<file path="src/rtl/dino_pkg.sv">
// Shared types and constants for the dino game obstacle logic.
package dino_pkg;

    localparam int X_W     = 10;
    localparam int N_CACTI = 4;

    typedef enum logic [1:0] {
        IDLE  = 2'd0,
        RUN   = 2'd1,
        CRASH = 2'd2
    } state_t;

    localparam logic [X_W:0] BASE_W = (X_W+1)'(8);

    // Cactus hitbox width in pixels: 8 + 4*type.
    function automatic logic [X_W:0] cactus_width(input logic [1:0] ctype);
        logic [X_W:0] w;
        w      = '0;
        w[3:2] = ctype;
        return w + BASE_W;
    endfunction

endpackage

</file>
<file path="src/rtl/cactus_slot.sv">
// One obstacle slot: holds valid/x/type, applies the per-tick move/expire and spawn load,
// and flags overlap with the dino using the post-update position.
module cactus_slot
    import dino_pkg::*;
#(
    parameter int SPAWN_X = 640,
    parameter int SPEED   = 4,
    parameter int DINO_X  = 64,
    parameter int DINO_W  = 16
) (
    input  logic           clk,
    input  logic           sys_rst,
    input  logic           clear,
    input  logic           tick,
    input  logic           spawn,
    input  logic [1:0]     spawn_type,
    input  logic           dino_airborne,
    output logic           moved_valid,
    output logic           hit,
    output logic           valid,
    output logic [X_W-1:0] x,
    output logic [1:0]     ctype
);

    localparam logic [X_W-1:0] SPEED_X   = X_W'(SPEED);
    localparam logic [X_W-1:0] SPAWN_X_V = X_W'(SPAWN_X);
    localparam logic [X_W:0]   HIT_L     = (X_W+1)'(DINO_X);
    localparam logic [X_W:0]   HIT_R     = (X_W+1)'(DINO_X + DINO_W);

    logic [X_W-1:0] moved_x;
    logic [1:0]     moved_type;
    logic           next_valid;
    logic [X_W-1:0] next_x;
    logic [1:0]     next_type;

    // Move/expire kept apart from spawn so the parent's free-slot search has no loop.
    always_comb begin
        moved_valid = valid;
        moved_x     = x;
        moved_type  = ctype;
        if (tick && valid) begin
            if (x < SPEED_X) begin
                moved_valid = 1'b0;
                moved_x     = '0;
                moved_type  = 2'd0;
            end else begin
                moved_x = x - SPEED_X;
            end
        end
    end

    always_comb begin
        next_valid = moved_valid;
        next_x     = moved_x;
        next_type  = moved_type;
        if (spawn) begin
            next_valid = 1'b1;
            next_x     = SPAWN_X_V;
            next_type  = spawn_type;
        end
        hit = tick && next_valid && !dino_airborne
              && ({1'b0, next_x} < HIT_R)
              && (({1'b0, next_x} + cactus_width(next_type)) > HIT_L);
    end

    always_ff @(posedge clk) begin
        if (sys_rst || clear) begin
            valid <= 1'b0;
            x     <= '0;
            ctype <= 2'd0;
        end else if (tick) begin
            valid <= next_valid;
            x     <= next_x;
            ctype <= next_type;
        end
    end

endmodule

</file>
<file path="src/rtl/cactus_spawner.sv">
// Obstacle scheduler: game FSM, spawn gap timer, free-slot priority encoder and score,
// driving one cactus_slot per on-screen obstacle.
module cactus_spawner
    import dino_pkg::*;
#(
    parameter int SPAWN_X  = 640,
    parameter int SPEED    = 4,
    parameter int INIT_GAP = 30,
    parameter int MIN_GAP  = 20,
    parameter int GAP_STEP = 4,
    parameter int DINO_X   = 64,
    parameter int DINO_W   = 16
) (
    input  logic                     clk,
    input  logic                     sys_rst,
    input  logic                     frame_tick,
    input  logic                     game_start,
    input  logic                     dino_airborne,
    input  logic [4:0]               rng_val,
    output logic                     rng_step,
    output logic [N_CACTI-1:0]       cactus_valid,
    output logic [N_CACTI*X_W-1:0]   cactus_x,
    output logic [2*N_CACTI-1:0]     cactus_type,
    output logic                     running,
    output logic                     crashed,
    output logic [15:0]              score
);

    localparam int GAP_W = 8;
    localparam logic [GAP_W-1:0] INIT_GAP_G = GAP_W'(INIT_GAP);
    localparam logic [GAP_W-1:0] MIN_GAP_G  = GAP_W'(MIN_GAP);
    localparam logic [GAP_W-1:0] GAP_STEP_G = GAP_W'(GAP_STEP);

    state_t             state;
    logic [GAP_W-1:0]   gap;
    logic [GAP_W-1:0]   gap_reload;
    logic               tick_go;
    logic               spawn_due;
    logic               spawn_now;
    logic               free_found;
    logic [N_CACTI-1:0] moved_valid;
    logic [N_CACTI-1:0] hit;
    logic [N_CACTI-1:0] spawn_sel;

    // A start pulse swallows a coincident frame tick.
    assign tick_go    = frame_tick && !game_start && (state == RUN);
    assign spawn_due  = tick_go && (gap == '0);
    assign gap_reload = MIN_GAP_G + GAP_W'(rng_val[4:2]) * GAP_STEP_G;
    assign spawn_now  = spawn_due && free_found;

    always_comb begin
        spawn_sel  = '0;
        free_found = 1'b0;
        for (int i = 0; i < N_CACTI; i++) begin
            if (!moved_valid[i] && !free_found) begin
                spawn_sel[i] = spawn_due;
                free_found   = 1'b1;
            end
        end
    end

    for (genvar i = 0; i < N_CACTI; i++) begin : g_slot
        logic [X_W-1:0] slot_x;
        logic [1:0]     slot_type;

        cactus_slot #(
            .SPAWN_X (SPAWN_X),
            .SPEED   (SPEED),
            .DINO_X  (DINO_X),
            .DINO_W  (DINO_W)
        ) u_slot (
            .clk           (clk),
            .sys_rst       (sys_rst),
            .clear         (game_start),
            .tick          (tick_go),
            .spawn         (spawn_sel[i]),
            .spawn_type    (rng_val[1:0]),
            .dino_airborne (dino_airborne),
            .moved_valid   (moved_valid[i]),
            .hit           (hit[i]),
            .valid         (cactus_valid[i]),
            .x             (slot_x),
            .ctype         (slot_type)
        );

        assign cactus_x[i*X_W +: X_W]  = slot_x;
        assign cactus_type[2*i +: 2]   = slot_type;
    end

    always_ff @(posedge clk) begin
        if (sys_rst) begin
            state    <= IDLE;
            gap      <= INIT_GAP_G;
            score    <= '0;
            rng_step <= 1'b0;
            running  <= 1'b0;
            crashed  <= 1'b0;
        end else begin
            rng_step <= spawn_now;
            if (game_start) begin
                state   <= RUN;
                running <= 1'b1;
                crashed <= 1'b0;
                gap     <= INIT_GAP_G;
                score   <= '0;
            end else if (tick_go) begin
                // With no free slot the gap stays at zero so the spawn retries next tick.
                if (gap != '0)
                    gap <= gap - 1'b1;
                else if (spawn_now)
                    gap <= gap_reload;
                if (score != 16'hFFFF)
                    score <= score + 16'd1;
                if (|hit) begin
                    state   <= CRASH;
                    running <= 1'b0;
                    crashed <= 1'b1;
                end
            end
        end
    end

endmodule
</file>
<file path="config.mk">
export PLATFORM = sky130hd
export DESIGN_NAME = cactus_spawner
export DESIGN_NICKNAME = d
export VERILOG_FILES = /design/src/rtl/dino_pkg.sv /design/src/rtl/cactus_slot.sv /design/src/rtl/cactus_spawner.sv
export SDC_FILE = /design/constraint.sdc
export NUM_CORES = 1
export LEC_CHECK = 0
export BUFFER_PORTS_ARGS = -buffer_cell sky130_fd_sc_hd__buf_2
export CORE_ASPECT_RATIO = 0.5
export CORE_UTILIZATION = 41
export DETAILED_ROUTE_END_ITERATION = 6
export PLACE_DENSITY = 0.72
export SLEW_MARGIN = 5
export SYNTH_ARGS = -nofsm -noshare
export SYNTH_HDL_FRONTEND = slang
export SYNTH_SLANG_ARGS = --single-unit
</file>
<file path="constraint.sdc">
create_clock -name clk -period 5.3 [get_ports clk]
set_clock_uncertainty 0.15 [all_clocks]
set_input_delay 1.06 -clock clk [delete_from_list [all_inputs] [get_ports clk]]
set_output_delay 1.06 -clock clk [all_outputs]
set_load 0.01 [all_outputs]
</file>
-- Word level (Yosys, flattened, before mapping)
Cells that the tools add are included.
- reduce and logical (&&, ||, !) cells: 46
- add/sub/neg operators: 15
- equal/unequal tests: 2
- magnitude comparators: 12
- multiplexer cells: 52
- operators with widths (kind ; count):
    10-bit two-way mux ; 12
    10-bit by 11-bit adder with 11-bit output ; 4
    11-bit by 7-bit greater-than comparator with 1-bit output, second input constant ; 4
    10-bit by 3-bit less-than comparator with 1-bit output, second input constant ; 4
    10-bit by 7-bit less-than comparator with 1-bit output, second input constant ; 4
    10-bit by 3-bit subtractor with 10-bit output, second input constant ; 4
    1-bit logical AND ; 27
    1-bit two-way mux ; 26
    2-bit two-way mux ; 12
    4-bit by 4-bit adder with 5-bit output, second input constant ; 4
    16-bit by 1-bit adder with 16-bit output, second input constant ; 1
    8-bit two-way mux ; 2
    16-bit inequality test, second input constant ; 1
    8-bit logical NOT ; 1
    2-bit AND reduction ; 4
    8-bit nonzero test ; 1
    8-bit by 1-bit subtractor with 8-bit output, second input constant ; 1
    1-bit logical NOT ; 7
    5-bit by 5-bit adder with 6-bit output, first input constant ; 1
    2-bit nonzero test ; 3
    4-bit OR reduction ; 1
    2-bit by 1-bit == test with 1-bit output, second input constant ; 1
    2-bit OR reduction ; 1
    1-bit logical OR ; 1
- bits of input ports: 10
- register bits after elaboration: 80
- output and inout port bits: 71
- word-level logic and storage cells: 145

-- Depth between registers and ports, before layout
Gate-level depths: netlist of the first run.
- depth in word-level cells: 23
- gate-level depth with buffers: 19
- gate-level depth less buffers: 19

-- Hierarchy
From an unflattened synthesis of the first run, not the netlist that was laid out.
- cells, all modules: 677
- area total of the unflattened synthesis: 5386.4 µm²
- by module, submodules not included (module ; area each (µm²) ; cells an instance ; sequential area each (µm²) ; times used):
    cactus_slot at g_slot[0].u_slot ... ; 977.2 ; 123 ; 260.2 ; 3
    cactus_spawner ; 1477.7 ; 180 ; 540.5 ; 1
    cactus_slot at g_slot[3].u_slot ; 977.2 ; 128 ; 260.2 ; 1

-- Worst setup path after synthesis of the first run
OpenSTA, ideal clock, no wires.
- path kind: input -> register
- start point: input game_start
- end point: register state[0]
- stages on the path: 19
- library setup time: 0.060 ns
- arrival: 4.383 ns
- path buffers: 2
- slack: 0.706 ns
- data required time: 5.090 ns
- path through: nor4bb_1 buf_2 buf_2 o211ai_1 nor2_4 nand3_1 nor2b_1 nand2_1 nand2_1 ha_1 inv_1 fa_1 xnor2_1 nor3b_1 and3b_1 o311ai_0 and4_1 a211oi_1 a32o_1
- elaborated cells between the ends (all ways): 84
- classes of those cells: add/sub (8); order compare (8); mux (32); reduce/logical (36)
- RTL lines (item ; line ; text):
    from (decl) ; cactus_spawner.sv:17 ; input logic game_start,
    1-bit logical NOT (*) ; cactus_spawner.sv:46 ; assign tick_go = frame_tick && !game_start && (state == RUN);
    1-bit logical AND (*) (2 in series) ; cactus_spawner.sv:46 ;
    1-bit logical AND ; cactus_slot.sv:41 ; if (tick && valid) begin
    1-bit two-way mux ; cactus_slot.sv:41 ;
    1-bit logical NOT ; cactus_spawner.sv:55 ; if (!moved_valid[i] && !free_found) begin
    1-bit logical AND ; cactus_spawner.sv:55 ;
    1-bit two-way mux ; cactus_spawner.sv:55 ;
    1-bit logical NOT ; cactus_spawner.sv:55 ;
    [... 3 more ...] ; -- ;
    named net g_slot[2].u_slot.next_type[0] ; cactus_slot.sv:34 ; logic [1:0] next_type;
    4-bit by 4-bit adder with 5-bit output (*) ; dino_pkg.sv:20 ; return w + BASE_W;
    10-bit by 11-bit adder with 11-bit output (*) ; cactus_slot.sv:63 ; && (({1'b0, next_x} + cactus_width(next_type)) > HIT_L);
    11-bit by 7-bit greater-than comparator with 1-bit output (*) ; cactus_slot.sv:63 ;
    1-bit logical AND (*) ; cactus_slot.sv:63 ;
    4-bit OR reduction (*) ; cactus_spawner.sv:114 ; if (|hit) begin
    2-bit nonzero test (no line) (*) ; -- ;
    2-bit AND reduction (no line) (*) ; -- ;
    to (signal assigned) ; cactus_spawner.sv:92 ; state <= IDLE;
    to (signal assigned) ; cactus_spawner.sv:101 ; state <= RUN;
    to (signal assigned) ; cactus_spawner.sv:115 ; state <= CRASH;
    to (decl) ; cactus_spawner.sv:34 ; state_t state;
Mark *: on every way through the listed nets, which the timed path passes. The rest lies on a longest branch.
A chain may end at the register's enable or synchronous reset.

-- Final worst setup path of the first run
- start point: register gap[0]
- end point: register state[1]
- longest elaborated chain between the ends: 10
- elaborated cells between the ends (all ways): 52
- classes of those cells: add/sub (8); order compare (8); mux (16); reduce/logical (20)
- ends and longest elaborated chain (item ; line ; text):
    from (decl) ; cactus_spawner.sv:35 ; logic [GAP_W-1:0] gap;
    from (signal assigned) ; cactus_spawner.sv:109 ; gap <= gap - 1'b1;
    from (signal assigned) ; cactus_spawner.sv:111 ; gap <= gap_reload;
    8-bit logical NOT ; cactus_spawner.sv:47 ; assign spawn_due = tick_go && (gap == '0);
    1-bit logical AND ; cactus_spawner.sv:47 ;
    1-bit two-way mux ; cactus_spawner.sv:55 ;
    2-bit two-way mux ; cactus_slot.sv:56 ; if (spawn) begin
    named net g_slot[2].u_slot.next_type[1] ; cactus_slot.sv:34 ;
    4-bit by 4-bit adder with 5-bit output ; dino_pkg.sv:20 ;
    10-bit by 11-bit adder with 11-bit output ; cactus_slot.sv:63 ;
    11-bit by 7-bit greater-than comparator with 1-bit output ; cactus_slot.sv:63 ;
    1-bit logical AND ; cactus_slot.sv:63 ;
    4-bit OR reduction ; cactus_spawner.sv:114 ;
    2-bit AND reduction (no line) ; -- ;
The timed path passes the listed nets, and every way through them passes these cells.

==> flow_summary.ini, run 1 <==
[worst_setup_path]
worstSetupPathType = reg -> reg
endpoint = state[1]$_SDFFE_PP0P_
worst_setup_path_end_kind = flop
r2r_start = gap[0]$_SDFFE_PP0P_
r2r_end = state[1]$_SDFFE_PP0P_
reg2reg_slack_ns = 0.58
crit_required_ns = 5.33
reg2reg_depth = 17
cp-startpoint = gap[0]$_SDFFE_PP0P_
cp-start-kind = flop
path_max_fanout = 13
worstPathArrival_ns = 4.75

[drt]
wl_per_cell_um = 15.6
ant_nets = 0
drc = 0
wirelength_um = 12900
dr_total_vias = 4782
dr.pass1.iters = 5
drtIter0Drc = 332
avgViaCountPerCell = 5.78

[worst_hold_path]
whs_path_depth = 2
hp-class = reg -> reg

[finish]
layout-drive-gt1-share_pct = 17.7
diodes = 0
nets = 709
area_growth_pct = 17.5
layout.cells.non_filler = 828

[global_route]
antenna_found_initial = 0
grt_use_total_pct = 21.7
grt_pass1_vias = 4405
grt_pass1_wl_um = 21100
grt_max_degree = 49
grt_overflow = 0

[clock_tree]
cts_setup_buffers = 0
holdBufCountCts = 0
root_buffer = clkbuf_16
clock_path_buffers = 2
path_clk_slew_ns = 0.06
cts_sinks = 79
cts_max_level = 3
clock_latency_ns = 0.34
cts_buffers = 9
post_cts_resize_count = 0
cts_tree = yes

[logic_synthesis]
synth-seq-cells = 79
post_synth_num_cell_types = 75
ys.flop_type = dfxtp_1
synthTopCellsByArea = dfxtp_1 (33%), nor2_1 (5.9%), ha_1 (4.7%)
syn_area_um2 = 4770
ys_warn_count = 0
synth_edf_count = 0
synth_top_area_cell = dfxtp_1
synth_top_area_share_pct = 33.2
synth_cells = 605
syn_nets = 636
async_flop_share_pct = 0
yosysSeqAreaShare_pct = 33.2
syn_avg_cell_area_um2 = 7.88

[placement]
io_buffers = 80
hpwl_um = 9480
place_ws_ns = 0.300
place.gp.congestion = 0.939
placed_cells = 812

[status]
status = completed

[power_and_ir_drop]
ir_worst_vdd_mv = 0.148
design_power_total_uw = 1270
p_per_area_nw_per_um2 = 226
leakagePower_uw = 0.00233

[sta]
period_needed_ns = 4.72
relSlewSlack_pct = 31.2
maxSlewViolCount = 0
max_freq_mhz = 212
timing.hold.ws_ns = 0.296
tightest_slew_ns = 1.03
fin_crit_sh_pct = 89.1
rsz0062_at_grt = no
setup-violations-final = 0
setup_tns_ns = 0
timing.final.ws_setup_ns = 0.580
finalHoldViolCount = 0

[floorplanning]
die-area_um2 = 12100
die_w_um = 155
initial_utilization_pct = 42.8
io_pins = 81
fp.dieH_um = 78.3
rows = 27
core_um2 = 11100

[run]
max_cap_violations = 0
## synthesized netlist by cell type (all sizes together), types with 4 or more instances
master and count:
nand2 58, buf 8, nand3 23, clkbuf 17, inv 38, and3 14, o31ai 4, ha 18
o22ai 4, nor4 10, nor2 76, nor2b 5, a31oi 6, xor2 13, and2 8, nor3 23
a211oi 7, or3 11, a22oi 6, or4 4, nor3b 7, nand4 9, dfxtp 79, xnor2 21
o21ai 18, a21oi 44, or2 5, mux2i 5, a221oi 5
## cell usage in the layout (no fill, tap or decap), types with 6 or more instances in the layout
master	synthesis	final
or3_1	11	11
a31oi_1	6	6
dfxtp_1	79	79
a211oi_1	7	7
and3_1	14	14
buf_2	3	80
nor2_1	75	75
nor3b_1	6	6
a22oi_1	6	6
and2_1	8	8
nand4_1	9	9
nand2_1	58	58
xor2_1	13	13
inv_1	38	38
xnor2_1	21	21
buf_4	4	7
nand3_1	23	23
nor3_1	23	23
o21ai_0	17	17
ha_1	18	18
nor4_1	8	8
clkbuf_16	0	9
a21oi_1	44	44
## metal layers
layer | track usage, % | routed length (um)
met4 | 8.71 | 318
met2 | 35.5 | 5780
met3 | 5.08 | 856
met1 | 27.6 | 5950
met5 | 0 | 0
## registers in the layout (all words and copies together) (netlist names)
name / cells
g_slot.u_slot.ctype: 8
g_slot.u_slot.valid: 4
g_slot.u_slot.x: 40
gap: 8
rng_step: 1
score: 16
state: 2
## worst max-delay path, cell delays in order (launching register included)
cell	delay [ns]
dfxtp_1	0.33
inv_1	0.06
ha_1	0.15
or4b_4	0.50
or4_4	0.55
nor2_4	0.21
nand4_1	0.28
and3_1	0.28
a21oi_1	0.22
inv_1	0.12
fa_1	0.41
xnor2_1	0.14
nor3b_1	0.22
and3b_1	0.18
o311ai_0	0.11
and4_1	0.20
a211oi_1	0.32
a31oi_1	0.12
## worst min path at each step
stage	start	endpoint	slack, ns
after floorplan	g_slot[2].u_slot.x[1]$_SDFFE_PP0N_	g_slot[2].u_slot.x[1]$_SDFFE_PP0N_	0.31
after global placement	g_slot[2].u_slot.x[1]$_SDFFE_PP0N_	g_slot[2].u_slot.x[1]$_SDFFE_PP0N_	0.28
after detailed placement	g_slot[2].u_slot.x[0]$_SDFFE_PP0N_	g_slot[2].u_slot.x[0]$_SDFFE_PP0N_	0.29
after CTS	g_slot[2].u_slot.x[0]$_SDFFE_PP0N_	g_slot[2].u_slot.x[0]$_SDFFE_PP0N_	0.30
after global routing	g_slot[2].u_slot.x[1]$_SDFFE_PP0N_	g_slot[2].u_slot.x[1]$_SDFFE_PP0N_	0.34
final	g_slot[2].u_slot.x[0]$_SDFFE_PP0N_	g_slot[2].u_slot.x[0]$_SDFFE_PP0N_	0.30
## per-stage QoR
stage	utilization [%]	cell area (um^2)
2_1_floorplan	-	4770
3_3_place_gp	47.6	5310
3_5_place_dp	47.6	5310
4_1_cts	50.3	5610
5_1_grt	50.3	5610
6_report	50.3	5610
## cells by family after synthesis
logic type	Yosys count	share of synthesized area, %
flops	79	33.2
fa+ha+maj	21	5.98
buf+inv	63	5.35
simple gates	268	28.9
compound gates	133	18.9
xor+xnor	34	6.24
mux	7	1.52
## area by class of cell
class	instances	area [um^2]
Fill cell	1062	5540
Multi-Input combinational cell	463	2950
Sequential cell	79	1580
Timing Repair Buffer	87	453
Clock buffer	12	246
Tap cell	145	181
Inverter	38	143
Clock inverter	4	53.8
## where the power goes
group	internal [uW]	switching, uW
clock network	380	254
registers	595	1.30
logic	10.6	25.5
Note: power is estimated with default switching activity, not from simulation.
==> run 2: changes to the inputs <==
--- a/config.mk
+++ b/config.mk
@@ -6,7 +6,8 @@
 export NUM_CORES = 1
 export LEC_CHECK = 0
 export BUFFER_PORTS_ARGS = -buffer_cell sky130_fd_sc_hd__buf_2
-export CORE_ASPECT_RATIO = 0.5
+export CORE_ASPECT_RATIO = 0.7
+export CORE_MARGIN = 5
 export CORE_UTILIZATION = 41
 export DETAILED_ROUTE_END_ITERATION = 6
 export PLACE_DENSITY = 0.72
==> flow_summary.ini, run 2 (synthesis results as in run 1) <==
[drt]
wirelength_um = 13600
dr.pass1.iters = 5
wl_per_cell_um = 16.2
drc = 0
avgViaCountPerCell = 5.74
ant_nets = 0
dr_total_vias = 4808
drtIter0Drc = 446

[clock_tree]
cts_setup_buffers = 0
clock_latency_ns = 0.34
cts_sinks = 79
clock_path_buffers = 2
cts_tree = yes
cts_buffers = 9
cts_max_level = 3
path_clk_slew_ns = 0.06
post_cts_resize_count = 0
root_buffer = clkbuf_16
holdBufCountCts = 0

[finish]
largestRegisters = g_slot.u_slot.x x40, score x16
layout-drive-gt1-share_pct = 17.5
mostFrequentLayoutCell = buf_2
nets = 707
design_area_um2 = 5580
diodes = 0
largest_reg_flops = 40
area_growth_pct = 17.0
layout.cells.non_filler = 837
most-common-layout-cells = buf_2 (80), dfxtp_1 (79), nor2_1 (75)
regMostFlops = g_slot.u_slot.x

[power_and_ir_drop]
leakagePower_uw = 0.00232
ir_worst_vdd_mv = 0.153
p_per_area_nw_per_um2 = 218
design_power_total_uw = 1220

[sta]
period_needed_ns = 4.80
relSlewSlack_pct = 34.4
timing.final.ws_setup_ns = 0.499
max_freq_mhz = 208
setup_tns_ns = 0
maxSlewViolCount = 0
rsz0062_at_grt = no
tightest_slew_ns = 0.984
setup-violations-final = 0
fin_crit_sh_pct = 90.6
finalHoldViolCount = 0

[global_route]
grt_pass1_vias = 4463
grt_pass1_wl_um = 22500
antenna_found_initial = 0
grtUsageMet1_pct = 27.7
grt_use_total_pct = 19.7
grt_overflow = 0
use_met3_pct = 4.86
gr-usage-met2_pct = 30.2
grt_max_degree = 49
top_usage_layer = met2

[floorplanning]
io_pins = 81
initial_utilization_pct = 41.3
rows = 33
die-area_um2 = 13900
die_w_um = 139
core_um2 = 11600
fp.dieH_um = 100

[worst_setup_path]
crit_path_cell_trace = inv_1, ha_1, or4b_4, or4_4, nor2_4, nand4_1, and3_1, a21oi_1, inv_1, fa_1, xnor2_1, nor3b_1, and3b_1, o311ai_0, and4_1, a211oi_1, a31oi_1
path_max_fanout = 13
cp-start-kind = flop
worst_setup_path_end_kind = flop
max_stage_delay_ns = 0.55
worstSetupPathType = reg -> reg
cpMostUsedCell = inv_1
worstPathArrival_ns = 4.84
cpMaxStageDelayCell = or4_4
crit_required_ns = 5.33

[status]
status = completed

[worst_hold_path]
hp-class = reg -> reg

[placement]
placed_cells = 822
io_buffers = 80
place.gp.congestion = 0.927
hpwl_um = 10300
postPlaceCellArea_um2 = 5310
place_ws_ns = 0.282

[run]
max_cap_violations = 0
-- run 2: changes by cell type in the layout (fill, tap and decap cells not counted), sizes merged --
cell / previous run / this run
clkinv: 0 / 3
buf: 87 / 85
clkinvlp: 2 / 0
bufinv: 1 / 0
inv: 39 / 38
-- run 2: per-layer routing --
metal	vias up	wire length [um]
met2	209	5920
met3	19	1150
met5	-	0
met1	2252	6330
met4	0	183
li1	2328	-
-- run 2: cell type report --
class,instances,area [um^2]
inverters,38,143
repair buffers,85,438
multi-input cells,463,2950
well taps,157,196
flip-flops and latches,79,1580
fillers,1140,5980
clock inverters,3,18.8
clock buffers,12,256
-- run 2: final timing paths --
| kind | startpoint | endpoint | slack [ns] | cells past startpoint |
|---|---|---|---|---|
| hold / removal | g_slot[2].u_slot.x[0]$_SDFFE_PP0N_ | g_slot[2].u_slot.x[0]$_SDFFE_PP0N_ | 0.29 | 2 |
| setup reg to reg | gap[0]$_SDFFE_PP0P_ | state[1]$_SDFFE_PP0P_ | 0.50 | 17 |
| setup / recovery | gap[0]$_SDFFE_PP0P_ | state[1]$_SDFFE_PP0P_ | 0.50 | 17 |
| hold reg to reg | g_slot[2].u_slot.x[0]$_SDFFE_PP0N_ | g_slot[2].u_slot.x[0]$_SDFFE_PP0N_ | 0.29 | 2 |
-- run 2: worst max-delay path: cells and delay by family, from the launching register on --
kind	cells	cell delay (ns)
buf+inv	2	0.17
flops	1	0.32
fa+ha+maj	2	0.57
xor+xnor	1	0.14
compound gates	4	0.79
simple gates	8	2.49
-- run 2: stage by stage --
step,utilization [%],hold slack (ns)
floorplan,-,0.311
global placement,45.9,0.281
detailed placement,45.9,0.276
CTS,48.3,0.285
global route,48.3,0.317
finish,48.3,0.288
-- run 2: power by group --
| group | internal (uW) | switching (uW) | total (uW) | leakage (uW) |
|---|---|---|---|---|
| logic | 10.8 | 25.8 | 36.6 | 0.00154 |
| registers | 595 | 1.17 | 596 | 0.000637 |
| clock network | 340 | 245 | 585 | 0.000138 |
==> run 3: changes to the inputs <==
--- a/config.mk
+++ b/config.mk
@@ -5,12 +5,12 @@
 export SDC_FILE = /design/constraint.sdc
 export NUM_CORES = 1
 export LEC_CHECK = 0
+export ABC_AREA = 1
 export BUFFER_PORTS_ARGS = -buffer_cell sky130_fd_sc_hd__buf_2
 export CORE_ASPECT_RATIO = 0.7
-export CORE_MARGIN = 5
-export CORE_UTILIZATION = 41
+export CORE_UTILIZATION = 35
 export DETAILED_ROUTE_END_ITERATION = 6
-export PLACE_DENSITY = 0.72
+export PLACE_DENSITY = 0.65
 export SLEW_MARGIN = 5
 export SYNTH_ARGS = -nofsm -noshare
 export SYNTH_HDL_FRONTEND = slang
==> flow_summary.ini, run 3 <==
[status]
status = completed

[logic_synthesis]
syn_area_um2 = 4860
post_synth_num_cell_types = 49
yosysSeqAreaShare_pct = 32.5
synth_xor_area_share_pct = 2.70
ys_warn_count = 0
synthTopCellsByArea = dfxtp_1 (33%), nand2_1 (9.7%), inv_1 (9.0%)
synth_top_area_share_pct = 32.5
synth_adder_area_share_pct = 5.87
synth_edf_count = 0
yosys-top-cells-count = nand2_1 (126), inv_1 (117), nor2_1 (111), dfxtp_1 (79), nand3_1 (52)
syn_nets = 758
synth-seq-cells = 79
synth_mux_area_share_pct = 0.232
ys.flop_type = dfxtp_1
synth_top_family_by_area = simple AND/OR/NAND/NOR gates
synth_most_common_cell = nand2_1
async_flop_share_pct = 0
synth-compound-area-share_pct = 12.1
synth_cells = 727
synth_top_area_cell = dfxtp_1
yosys.area_share.simple_pct = 35.2
syn_avg_cell_area_um2 = 6.69

[worst_setup_path]
cpMostUsedCell = inv_1
critPathBufInv = 6
r2r_start = gap[0]$_SDFFE_PP0P_
worst_setup_path_end_kind = flop
path_max_fanout = 8
worstPathArrival_ns = 4.40
crit_required_ns = 5.39
cpMaxStageDelayCell = fa_1
max_stage_delay_ns = 0.47
crit_path_cell_trace = buf_2, inv_2, nand2_2, nor2_8, nand3_1, inv_1, nand2_1, nor2_1, inv_1, o22ai_1, ha_1, inv_1, fa_1, xnor2_1, nor3b_1, nand3_1, o2111ai_1, nand2_1, a21oi_1, nand3_1, nand2_1, inv_1
cp-startpoint = game_start
worstSetupPathType = in -> reg
crit_family = simple AND/OR/NAND/NOR gates
cp-start-kind = primary input

[placement]
place.gp.congestion = 0.902
io_buffers = 80
placed_cells = 981
place_ws_ns = 0.727
hpwl_um = 10100

[sta]
fin_crit_sh_pct = 81.4
maxSlewViolCount = 0
finalHoldViolCount = 0
relSlewSlack_pct = 35.7
setup_tns_ns = 0
setup-violations-final = 0
max_freq_mhz = 232
period_needed_ns = 4.31
timing.final.ws_setup_ns = 0.988
tightest_slew_ns = 0.963
rsz0062_at_grt = no

[finish]
layout.cells.non_filler = 997
most-common-layout-cells = nand2_1 (126), inv_1 (117), nor2_1 (111)
layout-drive-gt1-share_pct = 18.6
nets = 838
regArea_um2 = 1580
multi_input_area_um2 = 2730
diodes = 0
fillers = 1404
largestRegisters = g_slot.u_slot.x x40, score x16
regMostFlops = g_slot.u_slot.x
mostFrequentLayoutCell = nand2_1
area_growth_pct = 18.9
largest_reg_flops = 40

[floorplanning]
io_pins = 81
core_um2 = 13400
die-area_um2 = 14400
rows = 35
die_w_um = 143
initial_utilization_pct = 36.4
fp.dieH_um = 101

[clock_tree]
cts_tree = yes
cts_buffers = 9
clock_path_buffers = 2
post_cts_resize_count = 0
holdBufCountCts = 0
cts_setup_buffers = 0
cts_sinks = 79
cts_max_level = 3
root_buffer = clkbuf_16
clock_latency_ns = 0.34
path_clk_slew_ns = 0.06

[drt]
wirelength_um = 13000
dr_total_vias = 4789
avgViaCountPerCell = 4.80
drc = 0
wl_per_cell_um = 13.0
ant_nets = 0
drtIter0Drc = 430
dr.pass1.iters = 5

[global_route]
antenna_found_initial = 0
grt_pass1_wl_um = 21100
grt_use_total_pct = 18.8
grt_pass1_vias = 4329
grt_max_degree = 54
grt_overflow = 0

[power_and_ir_drop]
design_power_total_uw = 1360
ir_worst_vdd_mv = 0.204
leakagePower_uw = 0.00271
p_per_area_nw_per_um2 = 235

[run]
max_cap_violations = 0

[worst_hold_path]
hold_start = g_slot[3].u_slot.x[1]$_SDFFE_PP0N_
hp-class = reg -> reg
[run 3: cell count changes in the layout (fill, tap and decap cells not counted), sizes merged, moves of 11 or more]
cell	delta
xnor2	-18
or3	-11
nor2	+49
inv	+90
nand3	+34
o21ai	+19
and3	-13
nand2	+78
[run 3: power by group]
part	internal (uW)	total, uW	switching [uW]	leakage, uW
Combinational	10.3	38.4	28.1	0.00191
Clock	462	721	259	0.000166
Sequential	595	597	1.80	0.000637
Total	1070	1360	289	0.00271
[run 3: path summary, 6_finish.rpt]
path | end | slack, ns | cells after the start
worst max-delay path | state[1]$_SDFFE_PP0P_ | 0.99 | 22
worst min register to register | g_slot[3].u_slot.x[1]$_SDFFE_PP0N_ | 0.32 | 2
worst max register to register | state[1]$_SDFFE_PP0P_ | 1.30 | 22
worst min-delay path | g_slot[3].u_slot.x[1]$_SDFFE_PP0N_ | 0.32 | 2
[run 3: cell families (layout without fill, tap and decap cells)]
kind of cell,count (synthesis),in the layout
AO/OA/AOI/OAI,102,102
flip-flops,79,79
adder cells (fa/ha/maj),21,21
buffers and inverters,141,226
AND/OR/NAND/NOR,368,368
XOR/XNOR,15,15
multiplexers,1,1
[run 3: per-layer routing]
layer  part of all wire (%)  track usage, %  up-vias  wire [um]
met4                   0.79            4.14        0        102
met1                     52            28.1     2122       6790
met3                    7.4            4.23        9        964
met2                     39            27.0      156       5130
met5                      0               0        -          0
li1                       -               -     2502          -
[run 3: per-stage QoR]
stage | area, um^2 | hold slack (ns) | util [%]
after floorplan | 4860 | 0.328 | -
after global placement | 5440 | 0.302 | 40.7
after detailed placement | 5440 | 0.311 | 40.7
after CTS | 5780 | 0.321 | 43.3
after global routing | 5780 | 0.336 | 43.3
final | 5780 | 0.321 | 43.3
[run 3: layout make-up]
type,count,area share [%]
Tap cell,185,4.00
Inverter,129,8.40
Multi-Input combinational cell,507,47.2
Clock buffer,9,3.90
Clock inverter,7,2.08
Sequential cell,79,27.4
Timing Repair Buffer,81,7.06
[run 3: worst min-delay path, cell delays in order, from the launching register on]
cell     delay (ns)
dfxtp_1        0.31
nand2_1        0.08
nor2_1         0.04
